## src/rtl/sync_register_pipe_if.sv

```systemverilog
// Control/handshake bundle for sync_register_pipe: input word, output word,
// flush and occupancy. The pipeline connects through the slave modport.
interface sync_register_pipe_if #(
  parameter int NUM_W = 4,
  parameter int BIT_W = 3
);
  logic             flush_i;
  logic             in_valid_i;
  logic             in_ready_o;
  logic             raddr_rst_i;
  logic [NUM_W-1:0] ctrl_regnum_sel_i;
  logic [BIT_W-1:0] ctrl_regbit_sel_i;
  logic             out_valid_o;
  logic             out_ready_i;
  logic             rdata_rst_o;
  logic [NUM_W-1:0] rdata_regnum_o;
  logic [BIT_W-1:0] rdata_regbit_o;
  logic [2:0]       occ_o;

  modport slave (
    input  flush_i, in_valid_i, raddr_rst_i, ctrl_regnum_sel_i, ctrl_regbit_sel_i, out_ready_i,
    output in_ready_o, out_valid_o, rdata_rst_o, rdata_regnum_o, rdata_regbit_o, occ_o
  );

  modport master (
    output flush_i, in_valid_i, raddr_rst_i, ctrl_regnum_sel_i, ctrl_regbit_sel_i, out_ready_i,
    input  in_ready_o, out_valid_o, rdata_rst_o, rdata_regnum_o, rdata_regbit_o, occ_o
  );
endinterface

```

## src/rtl/sync_register_pipe.sv

```systemverilog
// Elastic STAGES-deep alignment pipe for input-buffer read-select controls.
// Macro SYNC_REG_BIT_ALIGN_EN routes the register-bit select through the stages too.
module sync_register_pipe #(
  parameter int NUM_W  = 4,
  parameter int BIT_W  = 3,
  parameter int STAGES = 2
) (
  input  logic                 SYS_CLK,
  input  logic                 SYS_RST,
  sync_register_pipe_if.slave  bus
);

  if (STAGES < 1 || STAGES > 4) begin : g_bad_stages
    $error("sync_register_pipe: STAGES must be in 1..4");
  end
  if (NUM_W < 1 || BIT_W < 1) begin : g_bad_width
    $error("sync_register_pipe: NUM_W and BIT_W must be at least 1");
  end

  localparam logic [4:0] STG5 = 5'(STAGES);
  localparam logic [2:0] STG3 = 3'(STAGES);

  // Handshake: a word moves across a boundary on a rising edge where both valid
  // and ready are high; valid never depends on ready, and a stalled stage holds.
  logic [STAGES:0]   rdy;
  logic [STAGES-1:0] v_q, v_d;
  logic [STAGES-1:0] rst_q, rst_d;
  logic [NUM_W-1:0]  num_q [STAGES];
  logic [NUM_W-1:0]  num_d [STAGES];
`ifdef SYNC_REG_BIT_ALIGN_EN
  logic [BIT_W-1:0]  bit_q [STAGES];
  logic [BIT_W-1:0]  bit_d [STAGES];
`endif
  logic [2:0]        occ_q, occ_d;
  logic [4:0]        occ_raw;
  logic              in_fire, out_fire;

  always_comb begin
    rdy = '0;
    rdy[STAGES] = bus.out_ready_i;
    for (int k = STAGES - 1; k >= 0; k--) begin
      rdy[k] = !v_q[k] | rdy[k+1];
    end
  end

  // Bubbles advance the valid bit only; data registers load real words alone.
  always_comb begin
    v_d   = v_q;
    rst_d = rst_q;
    num_d = num_q;
`ifdef SYNC_REG_BIT_ALIGN_EN
    bit_d = bit_q;
`endif
    if (bus.flush_i) begin
      v_d = '0;
    end else begin
      if (rdy[0]) begin
        v_d[0] = bus.in_valid_i;
        if (bus.in_valid_i) begin
          rst_d[0] = bus.raddr_rst_i;
          num_d[0] = bus.ctrl_regnum_sel_i;
`ifdef SYNC_REG_BIT_ALIGN_EN
          bit_d[0] = bus.ctrl_regbit_sel_i;
`endif
        end
      end
      for (int k = 1; k < STAGES; k++) begin
        if (rdy[k]) begin
          v_d[k] = v_q[k-1];
          if (v_q[k-1]) begin
            rst_d[k] = rst_q[k-1];
            num_d[k] = num_q[k-1];
`ifdef SYNC_REG_BIT_ALIGN_EN
            bit_d[k] = bit_q[k-1];
`endif
          end
        end
      end
    end
  end

  always_comb begin
    in_fire  = bus.in_valid_i & bus.in_ready_o;
    out_fire = v_q[STAGES-1] & bus.out_ready_i;
    occ_raw  = {2'b00, occ_q} + {4'b0000, in_fire} - {4'b0000, out_fire};
    if (bus.flush_i) begin
      occ_d = '0;
    end else if (occ_raw > STG5) begin
      occ_d = occ_raw[4] ? 3'd0 : STG3;
    end else begin
      occ_d = occ_raw[2:0];
    end
  end

  always_ff @(posedge SYS_CLK or posedge SYS_RST) begin
    if (SYS_RST) begin
      v_q   <= '0;
      rst_q <= '0;
      occ_q <= '0;
      for (int k = 0; k < STAGES; k++) begin
        num_q[k] <= '0;
`ifdef SYNC_REG_BIT_ALIGN_EN
        bit_q[k] <= '0;
`endif
      end
    end else begin
      v_q   <= v_d;
      rst_q <= rst_d;
      occ_q <= occ_d;
      for (int k = 0; k < STAGES; k++) begin
        num_q[k] <= num_d[k];
`ifdef SYNC_REG_BIT_ALIGN_EN
        bit_q[k] <= bit_d[k];
`endif
      end
    end
  end

  // Occupancy tracks the valid bits exactly, so saturation should never engage.
  occ_in_range_a: assert property (@(posedge SYS_CLK) disable iff (SYS_RST)
    bus.flush_i || (occ_raw <= STG5));

  assign bus.in_ready_o     = rdy[0] & !bus.flush_i;
  assign bus.out_valid_o    = v_q[STAGES-1];
  assign bus.rdata_rst_o    = rst_q[STAGES-1];
  assign bus.rdata_regnum_o = num_q[STAGES-1];
  assign bus.occ_o          = occ_q;
`ifdef SYNC_REG_BIT_ALIGN_EN
  assign bus.rdata_regbit_o = bit_q[STAGES-1];
`else
  assign bus.rdata_regbit_o = bus.ctrl_regbit_sel_i;
`endif

endmodule
```

## src/flat_wrapper.sv

```systemverilog
// flat-port wrapper written by rule: the top's interface ports become plain ports
module sync_register_pipe_flat 
#(
  parameter int NUM_W  = 4,
  parameter int BIT_W  = 3,
  parameter int STAGES = 2
)
  (SYS_CLK, SYS_RST, bus_flush_i, bus_in_valid_i, bus_raddr_rst_i, bus_ctrl_regnum_sel_i, bus_ctrl_regbit_sel_i, bus_out_ready_i, bus_in_ready_o, bus_out_valid_o, bus_rdata_rst_o, bus_rdata_regnum_o, bus_rdata_regbit_o, bus_occ_o);
  sync_register_pipe_if #(.NUM_W(NUM_W), .BIT_W(BIT_W)) bus_i ();
  input  logic SYS_CLK;
  input  logic SYS_RST;
  input wire logic [$bits(bus_i.flush_i)-1:0] bus_flush_i;
  input wire logic [$bits(bus_i.in_valid_i)-1:0] bus_in_valid_i;
  input wire logic [$bits(bus_i.raddr_rst_i)-1:0] bus_raddr_rst_i;
  input wire logic [$bits(bus_i.ctrl_regnum_sel_i)-1:0] bus_ctrl_regnum_sel_i;
  input wire logic [$bits(bus_i.ctrl_regbit_sel_i)-1:0] bus_ctrl_regbit_sel_i;
  input wire logic [$bits(bus_i.out_ready_i)-1:0] bus_out_ready_i;
  output wire logic [$bits(bus_i.in_ready_o)-1:0] bus_in_ready_o;
  output wire logic [$bits(bus_i.out_valid_o)-1:0] bus_out_valid_o;
  output wire logic [$bits(bus_i.rdata_rst_o)-1:0] bus_rdata_rst_o;
  output wire logic [$bits(bus_i.rdata_regnum_o)-1:0] bus_rdata_regnum_o;
  output wire logic [$bits(bus_i.rdata_regbit_o)-1:0] bus_rdata_regbit_o;
  output wire logic [$bits(bus_i.occ_o)-1:0] bus_occ_o;
  assign bus_i.flush_i = bus_flush_i;
  assign bus_i.in_valid_i = bus_in_valid_i;
  assign bus_i.raddr_rst_i = bus_raddr_rst_i;
  assign bus_i.ctrl_regnum_sel_i = bus_ctrl_regnum_sel_i;
  assign bus_i.ctrl_regbit_sel_i = bus_ctrl_regbit_sel_i;
  assign bus_i.out_ready_i = bus_out_ready_i;
  assign bus_in_ready_o = bus_i.in_ready_o;
  assign bus_out_valid_o = bus_i.out_valid_o;
  assign bus_rdata_rst_o = bus_i.rdata_rst_o;
  assign bus_rdata_regnum_o = bus_i.rdata_regnum_o;
  assign bus_rdata_regbit_o = bus_i.rdata_regbit_o;
  assign bus_occ_o = bus_i.occ_o;
  sync_register_pipe #(.NUM_W(NUM_W), .BIT_W(BIT_W), .STAGES(STAGES)) u_core (.SYS_CLK(SYS_CLK), .SYS_RST(SYS_RST), .bus(bus_i));
endmodule
```

## config.mk

```make
export PLATFORM = sky130hd
export DESIGN_NAME = sync_register_pipe_flat
export DESIGN_NICKNAME = d
export VERILOG_FILES = /design/src/rtl/sync_register_pipe_if.sv /design/src/rtl/sync_register_pipe.sv /design/src/flat_wrapper.sv
export SDC_FILE = /design/constraint.sdc
export NUM_CORES = 1
export LEC_CHECK = 0
export CAP_MARGIN = 20
export CORE_MARGIN = 1
export CORE_UTILIZATION = 36
export CTS_CLUSTER_SIZE = 30
export DETAILED_ROUTE_END_ITERATION = 8
export DONT_BUFFER_PORTS = 1
export PLACE_DENSITY = 0.48
export RECOVER_POWER = 25
export SYNTH_ARGS = -nofsm -noshare
export SYNTH_HDL_FRONTEND = slang
export SYNTH_SLANG_ARGS = --single-unit
```

## constraint.sdc

```tcl
create_clock -name SYS_CLK -period 3.4 [get_ports SYS_CLK]
set_input_delay 0.68 -clock SYS_CLK [delete_from_list [all_inputs] [get_ports SYS_CLK]]
set_output_delay 0.68 -clock SYS_CLK [all_outputs]
set_load 0.005 [all_outputs]
```

==> results of run 1 <==
-- synthesized netlist by cell type (all sizes together) --
| library cell | number |
|---|---|
| nand2 | 1 |
| or2b | 2 |
| nor2 | 3 |
| nand2b | 1 |
| nor2b | 1 |
| a31oi | 1 |
| or2 | 1 |
| ha | 4 |
| a311oi | 1 |
| xnor2 | 1 |
| mux2 | 10 |
| nor3b | 2 |
| nor3 | 1 |
| conb | 1 |
| o21a | 1 |
| and4b | 1 |
| dfrtp | 15 |
| a221o | 1 |
| or3b | 2 |
| o311ai | 1 |
| buf | 7 |
| a21oi | 4 |
| and2 | 1 |
| inv | 4 |
-- path summary, 6_finish.rpt --
path	startpoint	end	slack, ps	cells past startpoint
worst max-delay path	u_core.v_q[1]	u_core.bus.occ_o[0]	400	12
worst min-delay path	SYS_RST	u_core.num_q[7]	330	1
worst max register to register	u_core.v_q[1]	u_core.bus.occ_o[0]	400	12
worst min register to register	u_core.num_q[6]	u_core.num_q[6]	500	1
max in group asynchronous	SYS_RST	u_core.v_q[1]	2720	1
min in group SYS_CLK	bus_flush_i	u_core.bus.occ_o[0]	460	1
-- routing by layer --
metal / vias to the layer above / share of wire [%] / track usage [%]
met4: 0 / 0.34 / 3.922
met2: 12 / 46 / 16.89
met5: - / 0 / 0
li1: 222 / - / -
met1: 218 / 47 / 15.31
met3: 2 / 6.2 / 4.361
-- through the flow --
stage          utilization, %  std cells
2_1_floorplan               -         67
3_3_place_gp            38.99         88
3_5_place_dp            38.99         88
4_1_cts                 40.28         92
5_1_grt                 40.28         92
6_report                40.28         92
-- where the power goes --
part	total [mW]	switching (mW)	leakage (nW)	internal, mW
clock	0.0966	0.0512	0.0150	0.0454
combinational	0.0533	0.0208	0.161	0.0325
sequential	0.231	0.0221	0.182	0.209
-- cell families after synthesis --
group / after synthesis / synth area share, %
AOI/OAI and AO/OA: 9 / 7.670
xor gates and xnor gates: 1 / 1.096
adders and majority gates: 4 / 6.260
buffers and inverters: 11 / 8.450
DFF: 15 / 46.95
muxes: 10 / 14.08
other: 1 / 0.4690
and+or+nand+nor: 16 / 15.02
-- layout by cell type (no fill, tap or decap) --
| master | netlist | routed |
|---|---|---|
| dfrtp_1 | 15 | 15 |
| mux2_2 | 10 | 10 |
| a21oi_1 | 4 | 4 |
| inv_1 | 4 | 4 |
| ha_1 | 4 | 4 |
| nor2_1 | 3 | 3 |
| clkbuf_4 | 0 | 3 |
| nor3b_2 | 2 | 2 |
| or2b_1 | 2 | 2 |
| or3b_2 | 2 | 2 |
| nor2b_1 | 1 | 1 |
| nand2_1 | 1 | 1 |
| xnor2_1 | 1 | 1 |
| and2_1 | 1 | 1 |
| nand2b_4 | 1 | 1 |
| a221o_1 | 1 | 1 |
| or2_2 | 1 | 1 |
| o311ai_0 | 1 | 1 |
| a31oi_1 | 1 | 1 |
| a311oi_1 | 1 | 1 |
| and4b_1 | 1 | 1 |
| o21a_1 | 1 | 1 |
| nor3_1 | 1 | 1 |
| clkbuf_1 | 0 | 1 |
| buf_4 | 7 | 1 |
| conb_1 | 1 | 1 |
-- critical path, cell delays in order (launching register included) --
cell and delay (ps):
dfrtp_1 370, nor2b_1 340, a21oi_1 160, nand2_1 130, inv_1 70, ha_1 260
inv_1 40, ha_1 260, ha_1 280, nand2b_4 160, a221o_1 290, a311oi_1 350
nor3b_2 210
-- sequential cells by signal (all words and copies together) (netlist names) --
name and flops:
u_core.rst_q 2, u_core.v_q 2, u_core.bus.rdata_regnum_o 4, u_core.bus.occ_o 3, u_core.num_q 4
-- cell type report --
| cell class | instances | area, um^2 |
|---|---|---|
| fillers | 201 | 1207 |
| repair buffers | 1 | 7.507 |
| flip-flops and latches | 15 | 375.4 |
| inverters | 4 | 15.01 |
| multi-input cells | 41 | 356.6 |
| well taps | 27 | 33.78 |
| clock buffers | 4 | 26.28 |
==> run metrics, run 1 <==
Starting Density between 30% and 40%; Min-Delay Path Class primary input to async pin; Synth Area per Inst between 10 and 15 um^2; vias post-DR ~450; mapped cell area 799.5 um^2; Diodes inserted 0; Core Region roughly 0.002 mm^2; status completed; Setup-failing EPs final 0; Post-DP Area 788.3 um^2; maximum fanout along the worst path 7; vias in the first global route around 480; initial antenna violation count 0; RSZ-0062 raised after global routing false; CTS tree yes; Die Height just under 50 um; post-cts resize count 0; layout cell share with drive strength beyond 1 a little under a third; PnR worst setup slack just over 400 ps; max_cap viols 0; Final HPWL DP around 940 um; count of cell types in the netlist 24; clock-pin slew on the worst setup and hold paths 80 ps; Yosys reg bits 15; Critical Path AT 3190 ps; Crit. End Element flop; WL/cell approximately 13 um; max-slew violations 0; Routed Wire Length 1194 um; post-route cell area between 800 and 900 um^2; clk_lat worst skew 270 ps; CP Class flop to flop; initial drt markers 2; post-synthesis sequential area ratio between 40 and 50%; largest cells by area after synthesis dfrtp_1, mux2_2, buf_4, ha_1, nor3b_2; Area Overhead vs Synth 1.878%; Boundary Pins 26; largest net degree at the start of global routing 16; Max Clock Freq ~330 MHz; element type at the critical path start flop; Routed Antenna Nets 0; Die W 49.13 um; Fin. Hold Viols 0; # clock sinks 15; Power Density 467.4 mW/mm^2; Place WS 154.8 ps; GR Overflow Total 0; Total Power 380.7 uW; Ys Warns 0; Rows 16; WHS about 330 ps; die footprint about 0.0024 mm^2; Worst slew margin between 60% and 70%; Worst Path Required 3600 ps; Gate Count Post-Synth 67; gr usage total a little under an eighth; Setup Skew ~3.1 ps; CTS max path bufs 2; Mapped Nets 84; Final Wtd Congestion around 0.77; worst IR drop on VDD approximately 0.28 mV; vias per cell approximately 4.9; NumNets Final slightly above 80; Root Buffer clkbuf_4; Post CTS Setup Buffer Count 0; H-tree depth 1; fin crit share 88.09%; Slew @ Worst Pin 535.4 ps; crit path time final about 3000 ps; Leak roughly 0.36 nW; hold buffers post-CTS 0; global-route wire length before repair approximately 2100 um; DR DRC count 0; Synth area leader dfrtp_1; Yosys top cell area share a little under half; Port-buffer cells 0; TNS Setup 0 ps; TritonRoute pass-1 iters 2; Num CTS Buffers 3
No activity file was read; power rests on OpenSTA's default activity.
==> run 2: changes to the inputs <==
Settings changed: CELL_PAD_IN_SITES_DETAIL_PLACEMENT set to 1, CELL_PAD_IN_SITES_GLOBAL_PLACEMENT set to 1, CORE_ASPECT_RATIO set to 1.1, PLACE_DENSITY 0.48 to 0.59.
==> run metrics, run 2 (synthesis gave the netlist of run 1 again) <==
status completed; Rows 17 (+1); hold buffers post-CTS 0 (unchanged); reg-to-reg critical path startpoint u_core.v_q[1]; Critical Path AT 3110 ps (-80 ps); Setup Skew 1.075 ps (-2.056 ps); Fin. Hold Viols 0 (unchanged); CTS max path bufs 2 (unchanged); Slew @ Worst Pin 568.7 ps (+33.37 ps); Max Clock Freq 344.2 MHz (+3.1%); Die W 46.94 um (-4.5%); element type at the critical path start flop; vias per cell 5.043 (+2.2%); RSZ-0062 raised after global routing false; area of the multi-input gates 356.6 um^2 (unchanged); GR Overflow Total 0 (unchanged); Die Height 51.43 um (+4.7%); WHS 333.4 ps (+6.564 ps); max_cap viols 0 (unchanged); TNS Setup 0 ps (unchanged); vias in the first global route 458 (-4.4%); NumNets Final 83 (unchanged); Worst slew margin 62.04% (-2.2 points); Setup-failing EPs final 0 (unchanged); CTS tree yes; Post CTS Setup Buffer Count 0 (unchanged); Total Power 383.5 uW (+0.73%); layout cell share with drive strength beyond 1 30.77% (unchanged); crit path time final 2905 ps (-89.77 ps); Final Wtd Congestion 0.7683 (+0.14%); Starting Density 39.15% (-0.39 points); Final HPWL DP 1008 um (+7.5%); FF-to-FF End u_core.bus.occ_o[0]; initial antenna violation count 0 (unchanged); worst setup path end u_core.bus.occ_o[0]; clk_lat worst skew 280 ps (about the same); Min-Delay Path Class primary input to async pin; most frequent cells in the layout dfrtp_1, mux2_2, a21oi_1, inv_1, ha_1; gr usage total 11.72% (+0.25 points); Place WS 221.4 ps (+66.59 ps); Boundary Pins 26 (unchanged); final core utilization 39.95% (-0.33 points); Diodes inserted 0 (unchanged); Leak 0.3577 nW (unchanged); WL/cell 13.91 um (+7.2%); Num CTS Buffers 3 (unchanged); Area Overhead vs Synth 2.034%; Routed Wire Length 1294 um (+8.4%); CP Class flop to flop; TritonRoute pass-1 iters 2 (unchanged); PnR worst setup slack 494.7 ps (+89.77 ps); post-cts resize count 0 (unchanged); commonest non-fill, non-tap cell in the layout dfrtp_1; Worst Path Required 3610 ps (about the same); worst IR drop on VDD 0.2765 mV (-1.9%); Root Buffer clkbuf_4; flop2flop setup slack 490 ps (+90 ps); Crit. End Element flop; FILL cells 239 (+19%); max-slew violations 0 (unchanged); register area 375.4 um^2 (unchanged); maximum fanout along the worst path 7 (unchanged); Port-buffer cells 0 (unchanged); DR DRC count 0 (unchanged); Core Region 0.002042 mm^2 (+0.99%); global-route wire length before repair 1911 um (-9.8%); Power Density 470.1 mW/mm^2 (+0.58%); H-tree depth 1 (unchanged); Critical Path Source u_core.v_q[1]; Routed Antenna Nets 0 (unchanged); initial drt markers 1 (-1); # clock sinks 15 (unchanged); clock-pin slew on the worst setup and hold paths 90 ps (about the same); die footprint 0.002414 mm^2 (about the same); largest net degree at the start of global routing 16 (unchanged); path depth of the worst reg2reg path 12 (unchanged); fin crit share 85.45% (-2.6 points); vias post-DR 469 (+3.3%)
## run 2: cell counts in the layout (fill, tap and decap cells not counted)
Identical to the previous run, type by type.
## run 2: report_power, final
part	internal, mW	total, mW	switching [mW]
sequential	0.209	0.231	0.0218
clock	0.0455	0.0999	0.0544
combinational	0.0325	0.0529	0.0204
## run 2: through the flow
stage          instances  cell area, um^2
2_1_floorplan         67            799.5
3_3_place_gp          89            789.5
3_5_place_dp          89            789.5
4_1_cts               93            815.8
5_1_grt               93            815.8
6_report              93            815.8
## run 2: routing by layer
layer  global-route usage [%]  wire (um)
met5                        0          0
met3                    3.534         94
met1                    15.63        586
met4                    7.143         12
met2                    16.20        601
## run 2: final cells by class
| class | instances | share of cell area (%) |
|---|---|---|
| Clock buffer | 4 | 3.221 |
| Inverter | 4 | 1.840 |
| Multi-Input combinational cell | 41 | 43.71 |
| Sequential cell | 15 | 46.01 |
| Tap cell | 28 | 4.294 |
| Timing Repair Buffer | 1 | 0.9202 |
## run 2: worst min-delay path by stage
stage / from / endpoint / cells after the start
after global routing: SYS_RST / u_core.bus.rdata_regnum_o[2] / 1
final: SYS_RST / u_core.bus.rdata_regnum_o[2] / 1
after floorplan: u_core.num_q[4] / u_core.bus.rdata_regnum_o[0] / 1
after global placement: u_core.num_q[6] / u_core.bus.rdata_regnum_o[2] / 1
after detailed placement: u_core.num_q[6] / u_core.num_q[6] / 1
after CTS: SYS_RST / u_core.bus.rdata_regnum_o[2] / 1
## run 2: worst max-delay path, cell delays in order, from the launching register on
cell,delay (ps)
dfrtp_1,380
nor2b_1,300
a21oi_1,160
nand2_1,110
inv_1,60
ha_1,260
inv_1,40
ha_1,260
ha_1,280
nand2b_4,160
a221o_1,290
a311oi_1,330
nor3b_2,210
==> variant, RTL diff (flow settings as in run 2) <==
Add a define of `SYNC_REG_BIT_ALIGN_EN`.
--- a/src/rtl/sync_register_pipe.sv
+++ b/src/rtl/sync_register_pipe.sv
@@ -2,2 +2,4 @@
 // Macro SYNC_REG_BIT_ALIGN_EN routes the register-bit select through the stages too.
+`define SYNC_REG_BIT_ALIGN_EN
+
 module sync_register_pipe #(
Formal check against the unedited RTL: not equivalent (Yosys sat finds a counterexample within 4 cycles, from zero or initial values and one cycle with SYS_RST high).
==> variant against run 2 <==
- setup slack gained 0.030 ns
- sequential cell count is 6 higher
- design area is 30% higher
- worst hold slack better by 0.057 ns
- first-iteration DRC count grew to 3.0 times the old value
- power grew 39%
- synthesized area rose by 34%
- sequential share of layout area rose by 3.5 points
- wire length increased by 37%
- non-clock buffer count did not move
- critical path type unchanged
- largest cell class unchanged
==> variant: results (changes against run 2) <==
H-tree Lvls 1 (unchanged); vias in the first global route 687 (was 458); crit path max fanout 5 (was 7); Via Count 588 (was 469); Total Routing Usage GR 13.40% (was 11.72%); Leak 0.5111 nW (was 0.3577 nW); Max-slew headroom 48.79% (was 62.04%); CTS Buffer Depth 2 (unchanged); nets@finish 97 (was 83); DRT iter0 DRCs 3 (was 1); Fin Clk Skew 0.002706 ns (was 0.001075 ns); Synth async-reset ratio 100.0% (unchanged); # port buffers 0 (unchanged); reg2reg setup slack 0.53 ns (was 0.49 ns); WP data arrival 3.10 ns (was 3.11 ns); clock-pin slew on the worst setup and hold paths 0.11 ns (was 0.09 ns); Synthesized Nets 101 (was 84); number of antenna violations at the first check in global routing 0 (unchanged); TritonRoute pass-1 iters 4 (was 2); ranking of synthesized cells by area dfrtp_1, mux2_4, mux2_2, buf_4, ha_1 (was dfrtp_1, mux2_2, buf_4, ha_1, nor3b_2); Hold Buf Count CTS 0 (unchanged); layout cells sized above 1 29.11% (was 30.77%); post-synthesis cell type count 30 (was 24); Post-CTS Setup Repair Bufs 0 (unchanged); first-pass GRT wire length 2987 µm (was 1911 µm); WL final 1771 µm (was 1294 µm); dpl hpwl 1347 µm (was 1008 µm); RD Place Congestion 0.7504 (was 0.7683); slowest CP cell dfrtp_1 (unchanged); sw frac 25.84% (was 25.22%); register area share after synthesis 49.18% (was 46.95%); post_cts resized 0 (unchanged); status finished, final reports clean (unchanged); clock buffer count from CTS 3 (unchanged); yosys warns 0 (unchanged); ys flop type dfrtp_1 (unchanged); # diodes 0 (unchanged); Min-Delay Path Class primary input to asynchronous set/reset pin (unchanged); largest net degree at the start of global routing 22 (was 16); Worst-Skew Late Latency 0.30 ns (was 0.28 ns); commonest cells in the netlist dfrtp_1, mux2_2, mux2_4, buf_4, nor2_1 (was dfrtp_1, mux2_2, buf_4); worst reg2reg path depth 12 (unchanged); CTS root buf clkbuf_4 (unchanged); maximum vdd ir drop 0.4120 mV (was 0.2765 mV); slowest stage delay, CP 0.42 ns (was 0.38 ns)
## variant: metal layers
layer,part of all wire (%),GRT usage [%],routed length (µm)
met1,37,13.59,656
met2,54,24.16,956
met3,8.1,6.154,143
met4,0.79,3.383,14
met5,0,0,0
## variant: cell type report
type,instances,area (µm²)
clock buffer,3,22.52
clock inverter,1,5.005
fill,309,1740
inverter,3,11.26
multi-input combinational,50,449.2
sequential,21,525.5
tap,33,41.29
timing repair buffer,1,7.507
## variant: worst max-delay path, delay by kind of cell (launching register included)
family,cells,cell delay (ns)
AO/OA/AOI/OAI,2,0.41
AND/OR/NAND/NOR,5,1.14
adder cells (fa/ha/maj),3,0.67
flip-flops,1,0.42
buffers and inverters,2,0.15
## variant: path summary, 6_finish.rpt
path	end	startpoint
min	u_core.num_q[5]	SYS_RST
min reg2reg	u_core.rst_q[0]	u_core.rst_q[0]
max	u_core.bus.occ_o[0]	u_core.v_q[1]
max reg2reg	u_core.bus.occ_o[0]	u_core.v_q[1]
max in group asynchronous	u_core.bit_q[5]	SYS_RST
min in group SYS_CLK	u_core.v_q[0]	bus_flush_i
## variant: cell families (layout without fill, tap and decap cells)
logic type,Yosys count,in the layout,share of synthesized area [%]
flops,21,21,49.18
simple gates,20,20,12.41
mux,16,16,19.67
buf+inv,13,8,7.844
compound gates,8,8,5.035
fa+ha+maj,4,4,4.684
other cells,1,1,0.3510
xor+xnor,1,1,0.8198
## variant: power by group through the flow
stage	Combinational (mW)	Sequential, mW	Clock [mW]
6_report	0.0823	0.333	0.116
5_1_grt	0.0927	0.340	0.136
4_1_cts	0.0852	0.334	0.124
3_5_place_dp	0.0849	0.339	0
3_3_place_gp	0.0815	0.337	0
2_1_floorplan	0.117	0.320	0
## variant: through the flow
stage / cells / worst slack (ns) / cell area (µm²) / hold slack, ns
3_5_place_dp: 108 / 0.4039 / 1045 / 0.4927
5_1_grt: 112 / 0.2266 / 1062 / 0.3915
6_report: 112 / 0.5251 / 1062 / 0.3907
2_1_floorplan: 84 / 0.4993 / 1069 / 0.4774
3_3_place_gp: 108 / 0.5080 / 1045 / 0.4843
4_1_cts: 112 / 0.5361 / 1072 / 0.4029
